**src/rtl/alu_issue_ctrl_pkg.sv**
```systemverilog
// Shared opcode, select and state types for the ALU issue controller.
// Purely declarative; no latency or backpressure of its own.
package alu_pkg;

    localparam int MUL_LAT_DEFAULT = 3;

    typedef enum logic [3:0] {
        OP_ADD  = 4'd0,
        OP_SUB  = 4'd1,
        OP_SLL  = 4'd2,
        OP_SRL  = 4'd3,
        OP_SRA  = 4'd4,
        OP_AND  = 4'd5,
        OP_OR   = 4'd6,
        OP_XOR  = 4'd7,
        OP_MUL  = 4'd8,
        OP_MULH = 4'd9,
        OP_SLT  = 4'd10,
        OP_SLTU = 4'd11,
        OP_MAC  = 4'd12
    } alu_op_e;

    // Field order matches the result selector's select ports.
    typedef struct packed {
        logic addsub;
        logic shift;
        logic logic_op;
        logic mul_hi;
        logic mul_low;
        logic com;
        logic mac;
    } alu_sel_t;

    typedef enum logic [1:0] {
        S_IDLE = 2'd0,
        S_BUSY = 2'd1,
        S_HOLD = 2'd2
    } issue_state_e;

endpackage

```
**src/rtl/alu_issue_ctrl_if.sv**
```systemverilog
// Opcode-in / result-out handshake bundle between issue and the ALU selector.
// Master drives opcodes and writeback ready; slave is the issue controller.
interface alu_issue_ctrl_if;
    import alu_pkg::*;

    logic    op_valid_i;
    alu_op_e op_code_i;
    logic    op_ready_o;
    logic    addsub_sel_o;
    logic    shift_sel_o;
    logic    logic_sel_o;
    logic    mul_sel_hi_o;
    logic    mul_sel_low_o;
    logic    com_sel_o;
    logic    mac_sel_o;
    logic    sub_o;
    logic    mul_start_o;
    logic    mac_commit_o;
    logic    result_valid_o;
    logic    result_ready_i;
    logic    illegal_o;

    modport master (
        output op_valid_i, op_code_i, result_ready_i,
        input  op_ready_o, addsub_sel_o, shift_sel_o, logic_sel_o, mul_sel_hi_o,
               mul_sel_low_o, com_sel_o, mac_sel_o, sub_o, mul_start_o,
               mac_commit_o, result_valid_o, illegal_o
    );

    modport slave (
        input  op_valid_i, op_code_i, result_ready_i,
        output op_ready_o, addsub_sel_o, shift_sel_o, logic_sel_o, mul_sel_hi_o,
               mul_sel_low_o, com_sel_o, mac_sel_o, sub_o, mul_start_o,
               mac_commit_o, result_valid_o, illegal_o
    );

endinterface

```
**src/rtl/alu_issue_ctrl_decode.sv**
```systemverilog
// Combinational opcode decode into one-hot selects, subtract, class and illegal flags.
// Zero latency; no handshake of its own.
module alu_op_decode
    import alu_pkg::*;
(
    input  alu_op_e  i_op_code,
    output alu_sel_t o_sel,
    output logic     o_sub,
    output logic     o_multi_cycle,
    output logic     o_illegal
);

    always_comb begin
        o_sel         = '0;
        o_sub         = 1'b0;
        o_multi_cycle = 1'b0;
        o_illegal     = 1'b0;
        case (i_op_code)
            OP_ADD:                 o_sel.addsub   = 1'b1;
            OP_SUB: begin
                o_sel.addsub = 1'b1;
                o_sub        = 1'b1;
            end
            OP_SLL, OP_SRL, OP_SRA: o_sel.shift    = 1'b1;
            OP_AND, OP_OR, OP_XOR:  o_sel.logic_op = 1'b1;
            OP_MUL: begin
                o_sel.mul_low = 1'b1;
                o_multi_cycle = 1'b1;
            end
            OP_MULH: begin
                o_sel.mul_hi  = 1'b1;
                o_multi_cycle = 1'b1;
            end
            // Compares reuse the adder in subtract mode.
            OP_SLT, OP_SLTU: begin
                o_sel.com = 1'b1;
                o_sub     = 1'b1;
            end
            OP_MAC: begin
                o_sel.mac     = 1'b1;
                o_multi_cycle = 1'b1;
            end
            default:                o_illegal      = 1'b1;
        endcase
    end

endmodule

```
**src/rtl/alu_issue_ctrl.sv**
```systemverilog
// Issues one ALU opcode at a time, sequences the MUL_LAT-cycle multiply pipe, holds the result for writeback.
// Result valid 1 cycle after a single-cycle accept, MUL_LAT after a multi-cycle one; HOLD stalls on result_ready_i low.
module alu_issue_ctrl
    import alu_pkg::*;
#(
    parameter int MUL_LAT = MUL_LAT_DEFAULT
) (
    input  logic              clk_i,
    input  logic              rst_i,
    alu_issue_ctrl_if.slave   bus
);

    localparam logic [3:0] CNT_LOAD = 4'(MUL_LAT - 1);

    issue_state_e r_state;
    issue_state_e w_state_nxt;
    logic [3:0]   r_cnt;
    alu_sel_t     r_sel;
    logic         r_sub;
    logic         r_illegal;

    alu_sel_t     w_dec_sel;
    logic         w_dec_sub;
    logic         w_dec_multi;
    logic         w_dec_illegal;
    logic         w_op_ready;
    logic         w_accept;
    logic         w_res_hs;

    alu_op_decode u_decode (
        .i_op_code     (bus.op_code_i),
        .o_sel         (w_dec_sel),
        .o_sub         (w_dec_sub),
        .o_multi_cycle (w_dec_multi),
        .o_illegal     (w_dec_illegal)
    );

    // HOLD forwards writeback ready straight to op ready so a new op can overlap the handshake.
    assign w_op_ready = (r_state == S_IDLE) || ((r_state == S_HOLD) && bus.result_ready_i);
    assign w_accept   = bus.op_valid_i && w_op_ready;
    assign w_res_hs   = (r_state == S_HOLD) && bus.result_ready_i;

    always_comb begin
        w_state_nxt = r_state;
        case (r_state)
            S_IDLE, S_HOLD: begin
                if (w_accept) begin
                    if (w_dec_illegal)    w_state_nxt = S_IDLE;
                    else if (w_dec_multi) w_state_nxt = S_BUSY;
                    else                  w_state_nxt = S_HOLD;
                end else if (w_res_hs) begin
                    w_state_nxt = S_IDLE;
                end
            end
            S_BUSY: begin
                if (r_cnt == 4'd1) w_state_nxt = S_HOLD;
            end
            default: w_state_nxt = S_IDLE;
        endcase
    end

    always_ff @(posedge clk_i or posedge rst_i) begin
        if (rst_i) begin
            r_state   <= S_IDLE;
            r_cnt     <= 4'd0;
            r_sel     <= '0;
            r_sub     <= 1'b0;
            r_illegal <= 1'b0;
        end else begin
            r_state   <= w_state_nxt;
            r_illegal <= w_accept && w_dec_illegal;
            if (w_accept) begin
                r_sel <= w_dec_sel;
                r_sub <= w_dec_sub;
                r_cnt <= w_dec_multi ? CNT_LOAD : 4'd0;
            end else if (w_res_hs) begin
                r_sel <= '0;
                r_sub <= 1'b0;
            end else if (r_state == S_BUSY) begin
                r_cnt <= r_cnt - 4'd1;
            end
        end
    end

    assign bus.op_ready_o     = w_op_ready;
    assign bus.addsub_sel_o   = r_sel.addsub;
    assign bus.shift_sel_o    = r_sel.shift;
    assign bus.logic_sel_o    = r_sel.logic_op;
    assign bus.mul_sel_hi_o   = r_sel.mul_hi;
    assign bus.mul_sel_low_o  = r_sel.mul_low;
    assign bus.com_sel_o      = r_sel.com;
    assign bus.mac_sel_o      = r_sel.mac;
    assign bus.sub_o          = r_sub;
    assign bus.mul_start_o    = w_accept && w_dec_multi;
    assign bus.mac_commit_o   = w_res_hs && r_sel.mac;
    assign bus.result_valid_o = (r_state == S_HOLD);
    assign bus.illegal_o      = r_illegal;

endmodule

```
**src/flat_wrapper.sv**
```systemverilog
// flat-port wrapper written by rule: the top's interface ports become plain ports
module alu_issue_ctrl_flat import alu_pkg::*;
#(
    parameter int MUL_LAT = MUL_LAT_DEFAULT
)
  (clk_i, rst_i, bus_op_valid_i, bus_op_code_i, bus_result_ready_i, bus_op_ready_o, bus_addsub_sel_o, bus_shift_sel_o, bus_logic_sel_o, bus_mul_sel_hi_o, bus_mul_sel_low_o, bus_com_sel_o, bus_mac_sel_o, bus_sub_o, bus_mul_start_o, bus_mac_commit_o, bus_result_valid_o, bus_illegal_o);
  alu_issue_ctrl_if bus_i ();
  input  logic clk_i;
  input  logic rst_i;
  input wire logic [$bits(bus_i.op_valid_i)-1:0] bus_op_valid_i;
  input wire logic [$bits(bus_i.op_code_i)-1:0] bus_op_code_i;
  input wire logic [$bits(bus_i.result_ready_i)-1:0] bus_result_ready_i;
  output wire logic [$bits(bus_i.op_ready_o)-1:0] bus_op_ready_o;
  output wire logic [$bits(bus_i.addsub_sel_o)-1:0] bus_addsub_sel_o;
  output wire logic [$bits(bus_i.shift_sel_o)-1:0] bus_shift_sel_o;
  output wire logic [$bits(bus_i.logic_sel_o)-1:0] bus_logic_sel_o;
  output wire logic [$bits(bus_i.mul_sel_hi_o)-1:0] bus_mul_sel_hi_o;
  output wire logic [$bits(bus_i.mul_sel_low_o)-1:0] bus_mul_sel_low_o;
  output wire logic [$bits(bus_i.com_sel_o)-1:0] bus_com_sel_o;
  output wire logic [$bits(bus_i.mac_sel_o)-1:0] bus_mac_sel_o;
  output wire logic [$bits(bus_i.sub_o)-1:0] bus_sub_o;
  output wire logic [$bits(bus_i.mul_start_o)-1:0] bus_mul_start_o;
  output wire logic [$bits(bus_i.mac_commit_o)-1:0] bus_mac_commit_o;
  output wire logic [$bits(bus_i.result_valid_o)-1:0] bus_result_valid_o;
  output wire logic [$bits(bus_i.illegal_o)-1:0] bus_illegal_o;
  assign bus_i.op_valid_i = bus_op_valid_i;
  assign bus_i.op_code_i = bus_op_code_i;
  assign bus_i.result_ready_i = bus_result_ready_i;
  assign bus_op_ready_o = bus_i.op_ready_o;
  assign bus_addsub_sel_o = bus_i.addsub_sel_o;
  assign bus_shift_sel_o = bus_i.shift_sel_o;
  assign bus_logic_sel_o = bus_i.logic_sel_o;
  assign bus_mul_sel_hi_o = bus_i.mul_sel_hi_o;
  assign bus_mul_sel_low_o = bus_i.mul_sel_low_o;
  assign bus_com_sel_o = bus_i.com_sel_o;
  assign bus_mac_sel_o = bus_i.mac_sel_o;
  assign bus_sub_o = bus_i.sub_o;
  assign bus_mul_start_o = bus_i.mul_start_o;
  assign bus_mac_commit_o = bus_i.mac_commit_o;
  assign bus_result_valid_o = bus_i.result_valid_o;
  assign bus_illegal_o = bus_i.illegal_o;
  alu_issue_ctrl #(.MUL_LAT(MUL_LAT)) u_core (.clk_i(clk_i), .rst_i(rst_i), .bus(bus_i));
endmodule
```
**config.mk**
```make
export PLATFORM = sky130hd
export DESIGN_NAME = alu_issue_ctrl_flat
export DESIGN_NICKNAME = d
export VERILOG_FILES = /design/src/rtl/alu_issue_ctrl_pkg.sv /design/src/rtl/alu_issue_ctrl_if.sv /design/src/rtl/alu_issue_ctrl_decode.sv /design/src/rtl/alu_issue_ctrl.sv /design/src/flat_wrapper.sv
export SDC_FILE = /design/constraint.sdc
export NUM_CORES = 1
export LEC_CHECK = 0
export CAP_MARGIN = 0
export CORE_ASPECT_RATIO = 2
export CORE_MARGIN = 3
export CORE_UTILIZATION = 25
export DETAILED_ROUTE_END_ITERATION = 12
export PLACE_DENSITY = 0.51
export SETUP_SLACK_MARGIN = 0.2
export SLEW_MARGIN = 25
export SYNTH_ARGS = -nofsm -noshare
export SYNTH_HDL_FRONTEND = slang
export SYNTH_SLANG_ARGS = --single-unit
```
**constraint.sdc**
```tcl
create_clock -name clk_i -period 3.2 [get_ports clk_i]
set_clock_uncertainty 0.1 [all_clocks]
set_input_delay 0.64 -clock clk_i [delete_from_list [all_inputs] [get_ports clk_i]]
set_output_delay 0.64 -clock clk_i [all_outputs]
set_load 0.005 [all_outputs]
```
After elaboration in Yosys (flattened, before gate mapping)
Cells that the tools add are included.

cells by class
  reduce and logical (&&, ||, !) cells = 20
  eq/ne operators = 18
  $add $sub $neg = 1
  multiplexer cells = 24

operators with widths
  cell                                                    number
  == test 4 bit (second input constant)                   5
  == test 4 x 3 -> 1 bit (second input constant)          4
  two-way mux 7 bit                                       2
  OR reduction 13 bit                                     1
  two-way mux 1 bit                                       12
  two-way mux 2 bit                                       6
  two-way mux 4 bit                                       3
  OR reduction 3 bit                                      4
  == test 4 x 1 -> 1 bit (second input constant)          2
  == test 4 x 2 -> 1 bit (second input constant)          2
  OR reduction 2 bit                                      3
  logical AND 1 bit                                       5
  logical NOT 4 bit                                       1
  inequality test 2 x 1 -> 1 bit (second input constant)  2
  case mux 2 bit (2 select lines)                         1
  AND reduction 2 bit                                     2
  nonzero test 2 bit                                      2
  subtractor 4 x 1 -> 4 bit (second input constant)       1
  inequality test 3 x 1 -> 1 bit (second input constant)  1
  == test 2 x 1 -> 1 bit (second input constant)          1
  == test 2 bit (second input constant)                   1
  logical NOT 2 bit                                       1
  logical OR 1 bit                                        1

word-level totals
  flip-flop bits (word level) = 15
  word-level logic and storage cells = 74
  bits of input ports = 8

Depth between registers and ports, before layout
  depth after elaboration = 7
  mapped depth = 5
  mapped depth without buffers = 5

Modules after synthesis
From an unflattened synthesis, not the netlist that was laid out.

second synthesis, totals
  cells, all modules = 80
  area, all modules = 814.5 µm²

modules (own cells, without submodules)
  module          seq. area each (µm²)  area an instance (µm²)  cells an instance  times used
  alu_issue_ctrl  375.4                 703.2                   61                 1
  alu_op_decode   0.0                   111.4                   19                 1

Worst setup path after synthesis
Ideal clock, no wire load.

  path type = input-to-output
  from = input port bus_op_valid_i
  to = output port bus_mul_start_o
  cell stages on the path = 3
  setup slack = 1.444 ns
  arrival = 1.016 ns
  cell sequence = nor2b_1 nand4_1 inv_1

between the ends
  word-level cells in the longest chain between the ends = 2

RTL lines
  item                line                  source
  start: declaration  flat_wrapper.sv:10    input wire logic [$bits(bus_i.op_valid_i)-1:0] bus_op_valid_i;
  logical AND 1 bit   alu_issue_ctrl.sv:40  assign w_accept = bus.op_valid_i && w_op_ready;
  logical AND 1 bit   alu_issue_ctrl.sv:94  assign bus.mul_start_o = w_accept && w_dec_multi;
  end: declaration    flat_wrapper.sv:22    output wire logic [$bits(bus_i.mul_start_o)-1:0] bus_mul_start_o;

Every way passes these cells.

Worst setup path after layout
  from = input port bus_result_ready_i
  to = output port bus_mul_start_o

between the ends
  word-level cells in the longest chain between the ends = 4

RTL lines
  item                line                  source
  start: declaration  flat_wrapper.sv:12    input wire logic [$bits(bus_i.result_ready_i)-1:0] bus_result_ready_i;
  logical AND 1 bit   alu_issue_ctrl.sv:39  assign w_op_ready = (r_state == S_IDLE) || ((r_state == S_HOLD) && bus.result_ready_i);
  logical OR 1 bit    alu_issue_ctrl.sv:39
  logical AND 1 bit   alu_issue_ctrl.sv:40
  logical AND 1 bit   alu_issue_ctrl.sv:94

Every way passes these cells.

==> impl_metrics.tcl <==
set metrics [dict create \
    synth.area.top_cells "dfrtp_1 (45%), inv_1 (4.0%), nand2b_1 (3.7%), mux2i_1 (3.6%), o2bb2ai_1 (3.1%)" \
    crit_top_cell "clkdlybuf4s50_1" \
    die_area_um2 4110 \
    synth_cells 82 \
    ys.flop_type "dfrtp_1" \
    synth.largest_area_cell "dfrtp_1" \
    rrSetupSlack_ns 1.62 \
    critPathLaunchType "primary input" \
    cts_max_level 1 \
    synth_top_area_share_pct 45.0 \
    cts_hold_buffers 0 \
    yosysWarnings 0 \
    core_um2 3190 \
    synth_area_um2 835 \
    arrival_ns 2.13 \
    finalWirelength_mm 2.05 \
    total_power_uw 679 \
    yosys.area_share.adder_pct 3.00 \
    first_iter_violations 12 \
    synthDistinctLibCells 33 \
    start_util_pct 26.1 \
    final_common_cell "clkdlybuf4s50_1" \
    fin_nets 116 \
    setup_viol 0 \
    dp_worst_setup_slack_ns 0.326 \
    path_cells "clkdlybuf4s50_1 -> nand2b_1 -> nand4_1 -> inv_1 -> clkdlybuf4s50_1" \
    yosys.area_share.simple_pct 20.2 \
    syn_area_per_cell_um2 10.2 \
    first_pass_iters 4 \
    via_per_inst 5.38 \
    critPathMaxFanout 5 \
    dpl.hpwl_mm 1.67 \
    drc 0 \
    synth_async_sr_flop_share_pct 100 \
    fin_crit_ns 2.87 \
    post_cts_resized 0 \
    cts_setup_buffers 0 \
    p_per_area_nw_per_um2 610 \
    synth_seq_area_share_pct 45.0 \
    antenna_left 0 \
    largest_reg_flops 4 \
    reg2reg_from "u_core.r_state[1]" \
    critPathMaxStageDelay_ns 0.58 \
    clk_pin_slew_worst_paths_ns 0.06 \
    hold_end "u_core.bus.sub_o" \
    synth_edf_count 0 \
    reg2reg_to "u_core.bus.addsub_sel_o" \
    postLayoutCellArea_um2 1110 \
    hp-start "u_core.bus.sub_o" \
    worstMarginPinSlew_ns 0.553 \
    clk_latency_ns 0.24 \
    peakVddDrop_mv 0.296 \
    die_w_um 46.9 \
    path_class "in2out" \
    antenna_cells 0 \
    grt_start_max_net_pins 17 \
    rows 29 \
    final-max-slew-violation-count 0 \
    synth_top_family_by_area "compound AO/OA/AOI/OAI gates" \
    period_share_pct 89.7 \
    grt_pass1_vias 754 \
    largestRegisters "u_core.r_cnt x4, u_core.r_state x2" \
    max_freq_ghz 0.348 \
    muxShareOfSynthArea_pct 3.60 \
    crit_family "buffers and inverters" \
    synth_seq_cells 15 \
    overflow 0 \
    io_pins 21 \
    hold_class "reg2reg" \
    cts.path.max_buffers 2 \
    routedWlPerCell_um 15.1 \
    hold_depth 1 \
    cts.sinks 15 \
    die_h_um 87.7 \
    cts_tree "yes" \
    vias 731 \
    synth_nets 92 \
    status "complete, no violations" \
    setup_tns_ns 0 \
    synth_xor_area_share_pct 0 \
    grt_pass1_wl_mm 3.51 \
    synth_compound_area_share_pct 21.7 \
    fillCellCount 320 \
    maxCapViolCount 0 \
    post-route-util_pct 34.9 \
    placed_area_um2 1070 \
    final_cell_mix "clkdlybuf4s50_1 (20), dfrtp_1 (15), inv_1 (9)" \
    cpMaxStageDelayCell "clkdlybuf4s50_1" \
    drive_above_1_share_pct 10.5 \
    port_buffers 20 \
    syn_to_final_growth_pct 33.6 \
    antenna_found_initial 0 \
    p_leak_nw 0.497 \
    gp_congestion 0.830 \
    path_buf_inv 3 \
    r2r_cells 3 \
    fin_ws_ns 0.329 \
    grt_usage_pct 11.7 \
    regMostFlops "u_core.r_cnt" \
    rsz0062_at_grt "no" \
    final_hold_viol_count 0 \
    cts_made_buffers 3 \
    worstSetupEndpointType "output pin" \
    maxSlewHeadroom_pct 63.1 \
    ctsRootBufferMaster "clkbuf_8" \
    critPathRequiredTime_ns 2.46 \
]
[metrics by stage]
stage	std cells	hold slack (ns)
6_report	136	0.401
5_1_grt	136	0.411
4_1_cts	136	0.404
3_5_place_dp	132	0.389
3_3_place_gp	132	0.386
2_1_floorplan	82	0.379
[Yosys cell counts, types with 2 or more instances]
library cell  number
o41ai_1            2
or3_1              2
mux2i_1            3
a22o_1             2
nor3_1             2
dfrtp_1           15
nand2_1            2
inv_1              9
and3_1             2
o2bb2ai_1          3
nor2b_1            3
a221oi_1           2
nor2_1             4
a32o_1             2
ha_1               2
o21ai_0            4
a21oi_1            3
nand2b_1           5
[cells by family (layout without fill, tap and decap cells)]
family	after synthesis	in the layout
AND/OR/NAND/NOR	27	27
AO/OA/AOI/OAI	23	23
flip-flops	15	15
buffers and inverters	12	35
multiplexers	3	3
adder cells (fa/ha/maj)	2	2
[report_power, final]
| group | total [mW] | internal, mW | switching [mW] |
|---|---|---|---|
| Sequential | 0.282 | 0.231 | 0.0512 |
| Combinational | 0.247 | 0.135 | 0.112 |
| Clock | 0.150 | 0.0860 | 0.0642 |
[how the worst max path moves through the flow]
stage,from,to,slack [ns],depth (start not counted)
after floorplan,bus_op_valid_i,bus_mul_start_o,1.44,3
after global placement,bus_result_ready_i,bus_mul_start_o,0.35,5
after detailed placement,bus_result_ready_i,bus_mul_start_o,0.33,5
after CTS,bus_result_ready_i,bus_mul_start_o,0.32,5
after global routing,bus_op_valid_i,bus_mul_start_o,0.20,5
final,bus_result_ready_i,bus_mul_start_o,0.33,5
[area by class of cell]
type                            count  area [um2]  area share (%)
Clock buffer                        3        41.3            3.70
Tap cell                           31        38.8            3.48
Clock inverter                      1        5.00           0.449
Timing Repair Buffer               22         215            19.3
Multi-Input combinational cell     55         405            36.4
Sequential cell                    15         375            33.7
Inverter                            9        33.8            3.03
[worst reg2reg max path: cells and delay by family (launching register included)]
| family | cells | cell delay [ns] |
|---|---|---|
| flip-flops | 1 | 0.53 |
| AND/OR/NAND/NOR | 1 | 0.40 |
| AO/OA/AOI/OAI | 1 | 0.22 |
| multiplexers | 1 | 0.27 |
[layer usage]
metal	GRT usage, %	up-vias	routed length [um]
met5	0	-	0
met3	1.03	8	90
met1	14.0	351	759
met4	6.80	0	86
met2	19.5	30	1110
li1	-	342	-
Note: power is estimated with default switching activity, not from simulation.
